<file path="config.mk">
export PLATFORM = sky130hd
export DESIGN_NAME = cnt_sched
export DESIGN_NICKNAME = d
export VERILOG_FILES = /design/src/rtl/cnt_sched.sv
export SDC_FILE = /design/constraint.sdc
export NUM_CORES = 1
export LEC_CHECK = 0
export BUFFER_PORTS_ARGS = -buffer_cell sky130_fd_sc_hd__buf_2
export CELL_PAD_IN_SITES_DETAIL_PLACEMENT = 1
export CELL_PAD_IN_SITES_GLOBAL_PLACEMENT = 1
export CORE_MARGIN = 2
export CORE_UTILIZATION = 39
export CTS_CLUSTER_DIAMETER = 60
export DETAILED_ROUTE_END_ITERATION = 12
export PLACE_DENSITY_LB_ADDON = 0.25
export SLEW_MARGIN = 20
export SYNTH_ARGS = -nofsm -noshare
export SYNTH_HDL_FRONTEND = slang
export SYNTH_SLANG_ARGS = --single-unit
export TNS_END_PERCENT = 20
</file>
<file path="constraint.sdc">
create_clock -name clk -period 2.04 [get_ports clk]
set_clock_uncertainty 0.05 [all_clocks]
set_input_delay 0.102 -clock clk [delete_from_list [all_inputs] [get_ports clk]]
set_output_delay 0.102 -clock clk [all_outputs]
set_load 0.02 [all_outputs]
</file>
<file path="src/rtl/cnt_sched.sv">
// Round-robin scheduler that time-shares one up/down counter among NREQ requesters.
// Each job loads the counter, runs it for a number of steps and reports the final count and rollovers.
module cnt_sched #(
  parameter int NREQ  = 4,
  parameter int WIDTH = 4,
  parameter int LENW  = 8,
  parameter int WRAPW = 4
) (
  input  logic                  clk,
  input  logic                  rst,
  input  logic [NREQ-1:0]       req,
  input  logic [NREQ*WIDTH-1:0] req_load,
  input  logic [NREQ-1:0]       req_down,
  input  logic [NREQ*LENW-1:0]  req_len,
  output logic [NREQ-1:0]       gnt,
  output logic [NREQ-1:0]       done,
  output logic [WIDTH-1:0]      res_count,
  output logic [WRAPW-1:0]      res_wraps,
  output logic                  busy,
  output logic                  cnt_load_en,
  output logic [WIDTH-1:0]      cnt_load,
  output logic                  cnt_down,
  input  logic [WIDTH-1:0]      cnt_count,
  input  logic                  cnt_rollover
);

  localparam int IDXW = (NREQ > 1) ? $clog2(NREQ) : 1;
  localparam logic [IDXW-1:0] LAST_IDX = IDXW'(NREQ - 1);

  localparam logic [1:0] S_IDLE = 2'd0;
  localparam logic [1:0] S_LOAD = 2'd1;
  localparam logic [1:0] S_RUN  = 2'd2;
  localparam logic [1:0] S_DONE = 2'd3;

  logic [1:0]       state_q,     state_d;
  logic [IDXW-1:0]  owner_q,     owner_d;
  logic [IDXW-1:0]  rr_ptr_q,    rr_ptr_d;
  logic [WIDTH-1:0] job_load_q,  job_load_d;
  logic             job_down_q,  job_down_d;
  logic [LENW-1:0]  job_len_q,   job_len_d;
  logic [LENW-1:0]  rem_q,       rem_d;
  logic [WRAPW-1:0] wraps_q,     wraps_d;
  logic [NREQ-1:0]  gnt_q,       gnt_d;
  logic [NREQ-1:0]  done_q,      done_d;
  logic [WIDTH-1:0] res_count_q, res_count_d;
  logic [WRAPW-1:0] res_wraps_q, res_wraps_d;
  logic             busy_q,      busy_d;

  logic [IDXW-1:0]  pick;
  logic             pick_vld;
  int               pick_i;

  // First pending requester at or after rr_ptr, scanning cyclically.
  always_comb begin
    int idx;
    // NOTE: every variable written here gets a default first, so no latch is inferred.
    pick     = '0;
    pick_vld = 1'b0;
    idx      = 0;
    for (int k = 0; k < NREQ; k++) begin
      idx = int'(rr_ptr_q) + k;
      if (idx >= NREQ) idx = idx - NREQ;
      if (!pick_vld && req[idx]) begin
        pick_vld = 1'b1;
        pick     = IDXW'(idx);
      end
    end
  end

  assign pick_i = int'(pick);

  always_comb begin
    state_d     = state_q;
    owner_d     = owner_q;
    rr_ptr_d    = rr_ptr_q;
    job_load_d  = job_load_q;
    job_down_d  = job_down_q;
    job_len_d   = job_len_q;
    rem_d       = rem_q;
    wraps_d     = wraps_q;
    gnt_d       = '0;
    done_d      = '0;
    res_count_d = res_count_q;
    res_wraps_d = res_wraps_q;
    case (state_q)
      S_IDLE: begin
        if (pick_vld) begin
          state_d       = S_LOAD;
          owner_d       = pick;
          job_load_d    = req_load[pick_i*WIDTH +: WIDTH];
          job_down_d    = req_down[pick_i];
          job_len_d     = req_len[pick_i*LENW +: LENW];
          gnt_d[pick_i] = 1'b1;
        end
      end
      S_LOAD: begin
        rem_d   = job_len_q;
        wraps_d = '0;
        if (job_len_q != '0) begin
          state_d = S_RUN;
        end else begin
          state_d         = S_DONE;
          done_d[owner_q] = 1'b1;
        end
      end
      S_RUN: begin
        rem_d = rem_q - LENW'(1);
        if (cnt_rollover && (wraps_q != '1)) wraps_d = wraps_q + WRAPW'(1);
        if (rem_q == LENW'(1)) begin
          state_d         = S_DONE;
          done_d[owner_q] = 1'b1;
        end
      end
      default: begin
        state_d     = S_IDLE;
        res_count_d = cnt_count;
        res_wraps_d = wraps_q;
        rr_ptr_d    = (owner_q == LAST_IDX) ? '0 : owner_q + IDXW'(1);
      end
    endcase
    busy_d = (state_d != S_IDLE);
  end

  // Outside LOAD/RUN the counter reloads its own value, which freezes it.
  always_comb begin
    cnt_load_en = 1'b1;
    cnt_load    = cnt_count;
    cnt_down    = 1'b0;
    case (state_q)
      S_LOAD: begin
        cnt_load = job_load_q;
        cnt_down = job_down_q;
      end
      S_RUN: begin
        cnt_load_en = 1'b0;
        cnt_down    = job_down_q;
      end
      default: ;
    endcase
  end

  // NOTE: sequential state uses non-blocking assignments so all registers update together.
  always_ff @(posedge clk or posedge rst) begin
    if (rst) begin
      state_q     <= S_IDLE;
      owner_q     <= '0;
      rr_ptr_q    <= '0;
      job_load_q  <= '0;
      job_down_q  <= 1'b0;
      job_len_q   <= '0;
      rem_q       <= '0;
      wraps_q     <= '0;
      gnt_q       <= '0;
      done_q      <= '0;
      res_count_q <= '0;
      res_wraps_q <= '0;
      busy_q      <= 1'b0;
    end else begin
      state_q     <= state_d;
      owner_q     <= owner_d;
      rr_ptr_q    <= rr_ptr_d;
      job_load_q  <= job_load_d;
      job_down_q  <= job_down_d;
      job_len_q   <= job_len_d;
      rem_q       <= rem_d;
      wraps_q     <= wraps_d;
      gnt_q       <= gnt_d;
      done_q      <= done_d;
      res_count_q <= res_count_d;
      res_wraps_q <= res_wraps_d;
      busy_q      <= busy_d;
    end
  end

  assign gnt       = gnt_q;
  assign done      = done_q;
  assign res_count = res_count_q;
  assign res_wraps = res_wraps_q;
  assign busy      = busy_q;

endmodule

</file>
==> results of run 1 <==
-- registers in the layout (all words and copies together), names as in the netlist --
register    count
state_q         2
job_down_q      1
owner_q         2
rem_q           8
job_load_q      4
wraps_q         4
rr_ptr_q        2
gnt             4
done            4
res_wraps       4
busy            1
res_count       4
job_len_q       8
-- synth_stat cells (all sizes together) --
library cell,count
nand2b,3
o41ai,1
nand2,31
nor4,2
and2,2
o41a,1
nand4,2
nor2,23
a211oi,26
o21ba,1
or3,2
o31ai,1
nor3,18
nand3b,1
o21ai,8
dfrtp,48
mux2,14
xor2,1
mux2i,15
nand4b,1
a21oi,18
or2,2
buf,8
a22o,1
clkinv,1
inv,11
clkbuf,8
o22ai,5
and3,4
ha,11
nand3,6
nor2b,4
a221oi,1
-- cells by family (layout without fill, tap and decap cells) --
| logic type | count (synthesis) | in the layout | synth area share [%] |
|---|---|---|---|
| AOI/OAI and AO/OA | 63 | 63 | 19.40 |
| xor gates and xnor gates | 1 | 1 | 0.3108 |
| adders and majority gates | 11 | 11 | 4.882 |
| buffers and inverters | 28 | 129 | 5.104 |
| DFF | 48 | 48 | 42.61 |
| muxes | 29 | 29 | 10.92 |
| and+or+nand+nor | 101 | 101 | 16.78 |
-- cell type report --
| class | instances | area [µm²] |
|---|---|---|
| fill | 854 | 3281 |
| multi-input combinational | 205 | 1541 |
| tap | 96 | 120.1 |
| sequential | 48 | 1201 |
| inverter | 12 | 45.04 |
| clock buffer | 5 | 68.82 |
| timing repair buffer | 109 | 630.6 |
| clock inverter | 3 | 18.77 |
-- repair_timing --
item	CTS	global route
setup buffers	0	1
endpoints found under the setup margin	10	13
gates resized for setup	2	14
endpoints found under the hold margin	34	0
pin swaps	0	2
hold buffers	5	0
-- layer usage --
metal	GRT usage [%]	routed length, µm
met5	0	0
met4	6.242	97
met3	2.955	291
met2	37.45	4034
met1	25.73	3361
-- critical path, cell delays in order, from the launching register on --
cell	delay (ns)
dfrtp_1	0.41
buf_4	0.16
mux2i_2	0.18
nor2_2	0.07
or3_4	0.39
buf_12	0.18
a211oi_2	0.28
a211oi_2	0.07
-- how the worst max path moves through the flow --
stage	to	depth (start not counted)	startpoint
floorplan	job_down_q	7	rr_ptr_q[1]
global placement	job_down_q	7	rr_ptr_q[1]
detailed placement	job_len_q[7]	5	state_q[1]
CTS	job_len_q[1]	7	state_q[1]
global route	job_load_q[1]	7	rr_ptr_q[1]
finish	job_load_q[0]	7	rr_ptr_q[1]
-- power groups by stage --
stage	sequential, mW	clock (mW)	combinational (mW)
floorplan	1.70	0	1.87
global placement	1.64	0	2.63
detailed placement	1.68	0	2.73
CTS	1.66	0.603	2.77
global route	1.71	0.628	3.19
finish	1.66	0.579	2.90
==> flow_metrics.tcl, run 1 <==
set metrics [dict create \
    p_per_area_mw_per_mm2 1418 \
    syn-instance-count 281 \
    hold_viol_final 0 \
    finalSetupViolCount 0 \
    timing.rr.start "rr_ptr_q[1]" \
    die_w_um 89.02 \
    sw_frac_of_total_pct 44.91 \
    wl_per_cell_um 16.29 \
    whs_ns 0.09367 \
    fin_util_pct 52.50 \
    htreeDepth 2 \
    placed_area_mm2 0.003401 \
    leakagePower_nw 1.707 \
    pwr-share-seq_pct 32.3 \
    io_pins 86 \
    reg2regPathDepth 7 \
    grt_pass1_vias 2626 \
    outcome "completed" \
    nets 455 \
    syn_nets 355 \
    ys_seq_area_share_pct 42.61 \
    cp-end-kind "flip-flop" \
    relSlewSlack_pct 53.30 \
    fp.coreArea_mm2 0.006907 \
    drc 0 \
    grtUsageTotal_pct 20.75 \
    ir_worst_vdd_mv 0.5495 \
    yosys.area.top_type_share_pct 42.61 \
    fin_crit_sh_pct 95.26 \
    io_buffers 85 \
    grt_pass1_wl_um 12600 \
    final_cell_mix "buf_2 (85), dfrtp_1 (48), nand2_1 (31)" \
    cts_buffers 5 \
    placed_cells 464 \
    vias_per_cell 5.220 \
    cts_sinks 48 \
    r2r_slack_ns 0.1 \
    grt.overflow.total 0 \
    critPathKind "reg -> reg" \
    postSynthAreaPerCell_um2 10.03 \
    yosysUniqueCellTypes 41 \
    layout-drive-gt1-share_pct 42.93 \
    syn_to_final_growth_pct 28.63 \
    clk_latency_ns 0.32 \
    clockBufferDepth 2 \
    max_cap_violations 0 \
    num_vias 2495 \
    cp.required_ns 2.15 \
    combPwrFrac_pct 56.4 \
    final_area_mm2 0.003626 \
    stdcell_count 478 \
    yosysWarnings 0 \
    layout_commonest_cell "buf_2" \
    hpwlAfterDp_um 6049 \
    cp-start-kind "flip-flop" \
    worst_slew_pin_slew_ns 0.6995 \
    initial_core_util_pct 40.82 \
    dieHeight_um 89.02 \
    finalMaxSlewViolations 0 \
    ys_ff_latch 48 \
    p_switching_mw 2.309 \
    clockPowerShare_pct 11.3 \
    min_path_type "in -> reg" \
    worst_ep_arrival_time_ns 2.06 \
    setup-tns-final_ns 0 \
    antenna_found_initial 0 \
    crit_path_max_fanout 22 \
    cts_tree "built" \
    grt_max_degree 33 \
    clk_pin_slew_ns 0.10 \
    reg2reg_to "job_load_q[0]" \
    synthesis.area_mm2 0.002819 \
    holdPathStages 3 \
    max_clock_freq_mhz 514.6 \
    preCtsSetupSlack_ns -0.01640 \
    drt_iter0_markers 67 \
    place.gp.congestion 0.8060 \
    p_int_mw 2.833 \
    drtPass1Iterations 4 \
    finalWorstSetupSlack_ns 0.09680 \
    yosysTopAreaCell "dfrtp_1" \
    whs_endpoint "wraps_q[2]" \
    antennaDiodeCount 0 \
    final.min_clock_period_ns 1.943 \
    power_mw 5.142 \
    drt_wl_total_um 7785 \
    antenna_left 0 \
    hold_start "cnt_rollover" \
    clock-root-buffer "clkbuf_8" \
    dieArea_mm2 0.007925 \
    fp-row-count 30 \
    synthTopCellsByArea "dfrtp_1 (43%), a211oi_2 (11%), mux2_2 (5.6%)" \
    rsz0062_at_grt "no" \
]
Note: power is estimated with default switching activity, not from simulation.
==> run 2, diff against run 1 <==
--- a/config.mk
+++ b/config.mk
@@ -13,6 +13,7 @@
 export CTS_CLUSTER_DIAMETER = 60
 export DETAILED_ROUTE_END_ITERATION = 12
 export PLACE_DENSITY_LB_ADDON = 0.25
+export RECOVER_POWER = 50
 export SLEW_MARGIN = 20
 export SYNTH_ARGS = -nofsm -noshare
 export SYNTH_HDL_FRONTEND = slang
==> run 2 against run 1 <==
Against the previous run:
- clock-buffer cell count is the same
- via count up 0.56%
- clock power about the same
- critical path type unchanged
- critical endpoint unchanged
- highest routed layer unchanged
==> flow_metrics.tcl, run 2 (synthesis results as in run 1) <==
set metrics [dict create \
    grtUsageTotal_pct 20.75 \
    relSlewSlack_pct 16.17 \
    clk_latency_ns 0.32 \
    min_path_type "in -> reg" \
    fin_crit_sh_pct 95.27 \
    io_buffers 85 \
    outcome "completed" \
    final_area_mm2 0.003600 \
    clock-root-buffer "clkbuf_8" \
    top_regs "job_len_q (8), rem_q (8)" \
    cts_sinks 48 \
    hpwlAfterDp_um 6049 \
    grt_max_degree 33 \
    syn_to_final_growth_pct 27.70 \
    drc 0 \
    critical_path.max_stage_delay_ns 0.41 \
    crit_path_max_fanout 22 \
    cp-start-kind "flip-flop" \
    wl_per_cell_um 16.42 \
    finalMaxSlewViolations 0 \
    rsz0062_at_grt "no" \
    dieHeight_um 89.02 \
    critPathKind "reg -> reg" \
    dieArea_mm2 0.007925 \
    grt_pass1_wl_um 12600 \
    max_cap_violations 0 \
    cpMostUsedCell "a211oi_2" \
    clk_pin_slew_ns 0.10 \
    fp.coreArea_mm2 0.006907 \
    vias_per_cell 5.249 \
    placed_area_mm2 0.003401 \
    cp-end-kind "flip-flop" \
    register_area_mm2 0.001201 \
    clockBufferDepth 2 \
    whs_ns 0.09054 \
    initial_core_util_pct 40.82 \
    stdcell_count 478 \
    cts_tree "built" \
    htreeDepth 2 \
    placed_cells 464 \
    place.gp.congestion 0.8060 \
    antennaDiodeCount 0 \
    drtPass1Iterations 4 \
    layout_commonest_cell "buf_2" \
    cts_buffers 5 \
    worst_slew_pin_slew_ns 1.256 \
    grt_pass1_vias 2626 \
    antenna_found_initial 0 \
    multi_input_area_mm2 0.001541 \
    worst_ep_arrival_time_ns 2.06 \
    cp_cell_sequence "buf_4, mux2i_2, nor2_2, or3_4, buf_12, a211oi_2, a211oi_2" \
    die_w_um 89.02 \
    r2r_slack_ns 0.1 \
    layout-drive-gt1-share_pct 38.22 \
    drt_wl_total_um 7849 \
    io_pins 86 \
    finalSetupViolCount 0 \
    final_cell_mix "buf_2 (68), dfrtp_1 (48), nand2_1 (31)" \
    hold_viol_final 0 \
    antenna_left 0 \
    p_per_area_mw_per_mm2 1425 \
    leakagePower_nw 1.644 \
    crit_slowest_cell "dfrtp_1" \
    grt.overflow.total 0 \
    fp-row-count 30 \
    fin_util_pct 52.12 \
    drt_iter0_markers 57 \
    fillers 857 \
    cp.required_ns 2.15 \
    ir_worst_vdd_mv 0.5496 \
    nets 455 \
    num_vias 2509 \
    final.min_clock_period_ns 1.943 \
    max_clock_freq_mhz 514.5 \
]
run 2: layout make-up:
| class | count | area share [%] |
|---|---|---|
| clock buffer | 5 | 1.912 |
| clock inverter | 3 | 0.5214 |
| inverter | 12 | 1.251 |
| multi-input combinational | 205 | 42.82 |
| sequential | 48 | 33.37 |
| tap | 96 | 3.337 |
| timing repair buffer | 109 | 16.79 |
run 2: power by group:
group | internal [mW] | leakage (nW) | switching (mW)
sequential | 1.34 | 0.578 | 0.324
clock | 0.240 | 0.0479 | 0.341
combinational | 1.22 | 1.02 | 1.66
total | 2.81 | 1.64 | 2.32
run 2: what timing repair did:
action / in CTS / in global routing
hold endpoints to repair: 34 / 0
endpoints found under the setup margin: 10 / 13
hold buffers: 5 / 0
gates cloned: 0 / 0
pin swaps: 0 / 2
setup buffers: 0 / 1
resized for setup: 2 / 14
run 2: path summary, 6_finish.rpt:
path / from / to / cells past startpoint
max: rr_ptr_q[1] / job_load_q[0] / 7
max in group asynchronous: rst / owner_q[1] / 4
min in group asynchronous: rst / wraps_q[3] / 3
max reg2reg: rr_ptr_q[1] / job_load_q[0] / 7
min: cnt_rollover / wraps_q[2] / 3
min reg2reg: res_count[0] / res_count[0] / 1
run 2: critical path: cells and delay by family, from the launching register on:
kind	cells	cell delay, ns
AOI/OAI and AO/OA	2	0.35
buffers and inverters	2	0.34
DFF	1	0.41
muxes	1	0.18
and+or+nand+nor	2	0.46
run 2: stage by stage:
stage	total power [mW]	setup slack, ns	TNS (ns)
floorplan	3.563	0.2647	0
detailed placement	4.412	-0.01640	-0.01728
CTS	5.032	0.03529	0
finish	5.128	0.09651	0
global route	5.509	0.001850	0
global placement	4.278	0.03030	0
run 2: per-layer routing:
layer  track usage, %  part of all wire (%)  vias to the layer above
met4            6.242                   1.2                        0
li1                 -                     -                     1198
met2            37.45                    52                       64
met5                0                     0                        -
met1            25.73                    43                     1238
met3            2.955                   3.7                        9
==> run 3, diff against run 2 <==
--- a/config.mk
+++ b/config.mk
@@ -8,6 +8,7 @@
 export BUFFER_PORTS_ARGS = -buffer_cell sky130_fd_sc_hd__buf_2
 export CELL_PAD_IN_SITES_DETAIL_PLACEMENT = 1
 export CELL_PAD_IN_SITES_GLOBAL_PLACEMENT = 1
+export CORE_ASPECT_RATIO = 0.75
 export CORE_MARGIN = 2
 export CORE_UTILIZATION = 39
 export CTS_CLUSTER_DIAMETER = 60
==> run 3 against run 2 <==
Against the previous run:
- setup slack worse by 0.00096 ns
- non-clock buffer count unchanged
- power increased by 2.1%
- cell count grew 0.42%
- critical path depth unchanged
- largest power group unchanged
==> flow_metrics.tcl, run 3 (synthesis results as in run 1) <==
set metrics [dict create \
    hold_start "cnt_rollover" \
    worst_ep_arrival_time_ns 2.12 \
    crit_slowest_cell "or3_4" \
    cp.required_ns 2.21 \
    htreeDepth 2 \
    fillers 839 \
    finalMaxSlewViolations 0 \
    grtUsageTotal_pct 20.52 \
    worst_slew_pin_slew_ns 1.067 \
    antennaDiodeCount 0 \
    fp.coreArea_mm2 0.006897 \
    antenna_found_initial 0 \
    max_cap_violations 0 \
    crit_family "simple AND/OR/NAND/NOR gates" \
    reg2reg_to "job_load_q[0]" \
    clk_latency_ns 0.31 \
    timing.rr.start "rr_ptr_q[1]" \
    placed_area_mm2 0.003428 \
    nets 455 \
    io_buffers 85 \
    final.min_clock_period_ns 1.944 \
    initial_core_util_pct 40.87 \
    final_cell_mix "buf_2 (68), dfrtp_1 (48), nand2_1 (31)" \
    min_path_type "in -> reg" \
    p_per_area_mw_per_mm2 1445 \
    cts_buffers 5 \
    die_w_um 102.2 \
    syn_to_final_growth_pct 28.54 \
    r2r_slack_ns 0.1 \
    ir_worst_vdd_mv 0.6115 \
    whs_endpoint "wraps_q[2]" \
    drt_wl_total_um 7967 \
    grt.overflow.total 0 \
    layout-drive-gt1-share_pct 37.96 \
    cts_tree "built" \
    drt_iter0_markers 70 \
    critPathKind "reg -> reg" \
    fp-row-count 26 \
    holdPathStages 3 \
    place.gp.congestion 0.8317 \
    preCtsSetupSlack_ns -0.004888 \
    top_regs "job_len_q (8), rem_q (8)" \
    finalSetupViolCount 0 \
    relSlewSlack_pct 28.77 \
    clock-root-buffer "clkbuf_8" \
    max_clock_freq_mhz 514.3 \
    postCtsSetupRepairBufs 0 \
    crit_path_max_fanout 15 \
    grt_pass1_wl_um 12690 \
    vias_per_cell 5.169 \
    hold_viol_final 0 \
    reg2regPathDepth 7 \
    grt_max_degree 31 \
    drc 0 \
    wl_per_cell_um 16.60 \
    drtPass1Iterations 4 \
    layout_commonest_cell "buf_2" \
    hpwlAfterDp_um 6093 \
    cp_cell_sequence "buf_4, mux2i_2, nor2_2, or3_4, buf_12, mux2i_2, a211oi_2" \
    cp-end-kind "flip-flop" \
    setup-tns-final_ns 0 \
    dieHeight_um 77.63 \
    num_vias 2481 \
    dieArea_mm2 0.007931 \
    cpMostUsedCell "mux2i_2" \
    rsz0062_at_grt "yes" \
    clk_pin_slew_ns 0.10 \
    cts_sinks 48 \
    clockBufferDepth 2 \
    cp_num_buf_inv 2 \
    final_area_mm2 0.003623 \
    outcome "completed" \
    leakagePower_nw 1.661 \
    fin_crit_sh_pct 95.32 \
    critical_path.max_stage_delay_ns 0.41 \
    cp-start-kind "flip-flop" \
    antenna_left 0 \
    grt_pass1_vias 2550 \
    io_pins 86 \
    finalWorstSetupSlack_ns 0.09556 \
]
-- run 3: cell type report --
cell class | count | area, µm² | share of cell area [%]
repair buffers | 109 | 639.4 | 17.64
well taps | 98 | 122.6 | 3.384
flip-flops and latches | 48 | 1201 | 33.15
clock inverters | 3 | 46.29 | 1.278
multi-input cells | 205 | 1496 | 41.30
inverters | 12 | 48.80 | 1.347
clock buffers | 5 | 68.82 | 1.899
-- run 3: stage by stage --
stage,power (mW),util [%],instances,hold slack (ns)
6_report,5.236,52.54,480,0.07551
5_1_grt,5.628,52.54,480,0.08884
4_1_cts,5.204,52.14,479,0.06198
3_5_place_dp,4.459,49.71,466,0.1630
3_3_place_gp,4.325,49.71,466,0.1569
2_1_floorplan,3.563,-,281,0.2036
-- run 3: how the worst max path moves through the flow --
stage          slack, ns       endpoint  cells past startpoint         from
3_3_place_gp        0.08   job_len_q[2]                      5  rr_ptr_q[0]
3_5_place_dp      -0.005   job_len_q[2]                      5   state_q[1]
5_1_grt           -0.002   job_len_q[7]                      7  rr_ptr_q[1]
4_1_cts             0.01   job_len_q[7]                      7  rr_ptr_q[1]
6_report             0.1  job_load_q[0]                      7  rr_ptr_q[1]
2_1_floorplan       0.26     job_down_q                      7  rr_ptr_q[1]
-- run 3: layer usage --
layer  GRT usage [%]  vias to the layer above  routed length (µm)
li1                -                     1200                   -
met1           29.91                     1212                3804
met2           32.04                       61                3785
met3           3.423                        8                 302
met4           4.400                        0                  75
met5               0                        -                   0
-- run 3: repair_timing --
| item | in CTS | in global routing |
|---|---|---|
| gates resized for setup | 1 | 6 |
| gates cloned | 0 | 1 |
| pin swaps | 0 | 1 |
| hold buffers | 5 | 0 |
| hold endpoints to repair | 29 | 0 |
| setup endpoints to repair | 3 | 14 |
-- run 3: worst min-delay path, stage by stage --
cell     delay, ns
buf_2         0.11
a21oi_1       0.14
nor3_1        0.05
-- run 3: report_power, final --
part	switching [mW]	leakage (nW)	internal (mW)
logic	1.63	1.03	1.21
clock network	0.355	0.0548	0.370
registers	0.323	0.578	1.34
total	2.31	1.66	2.92
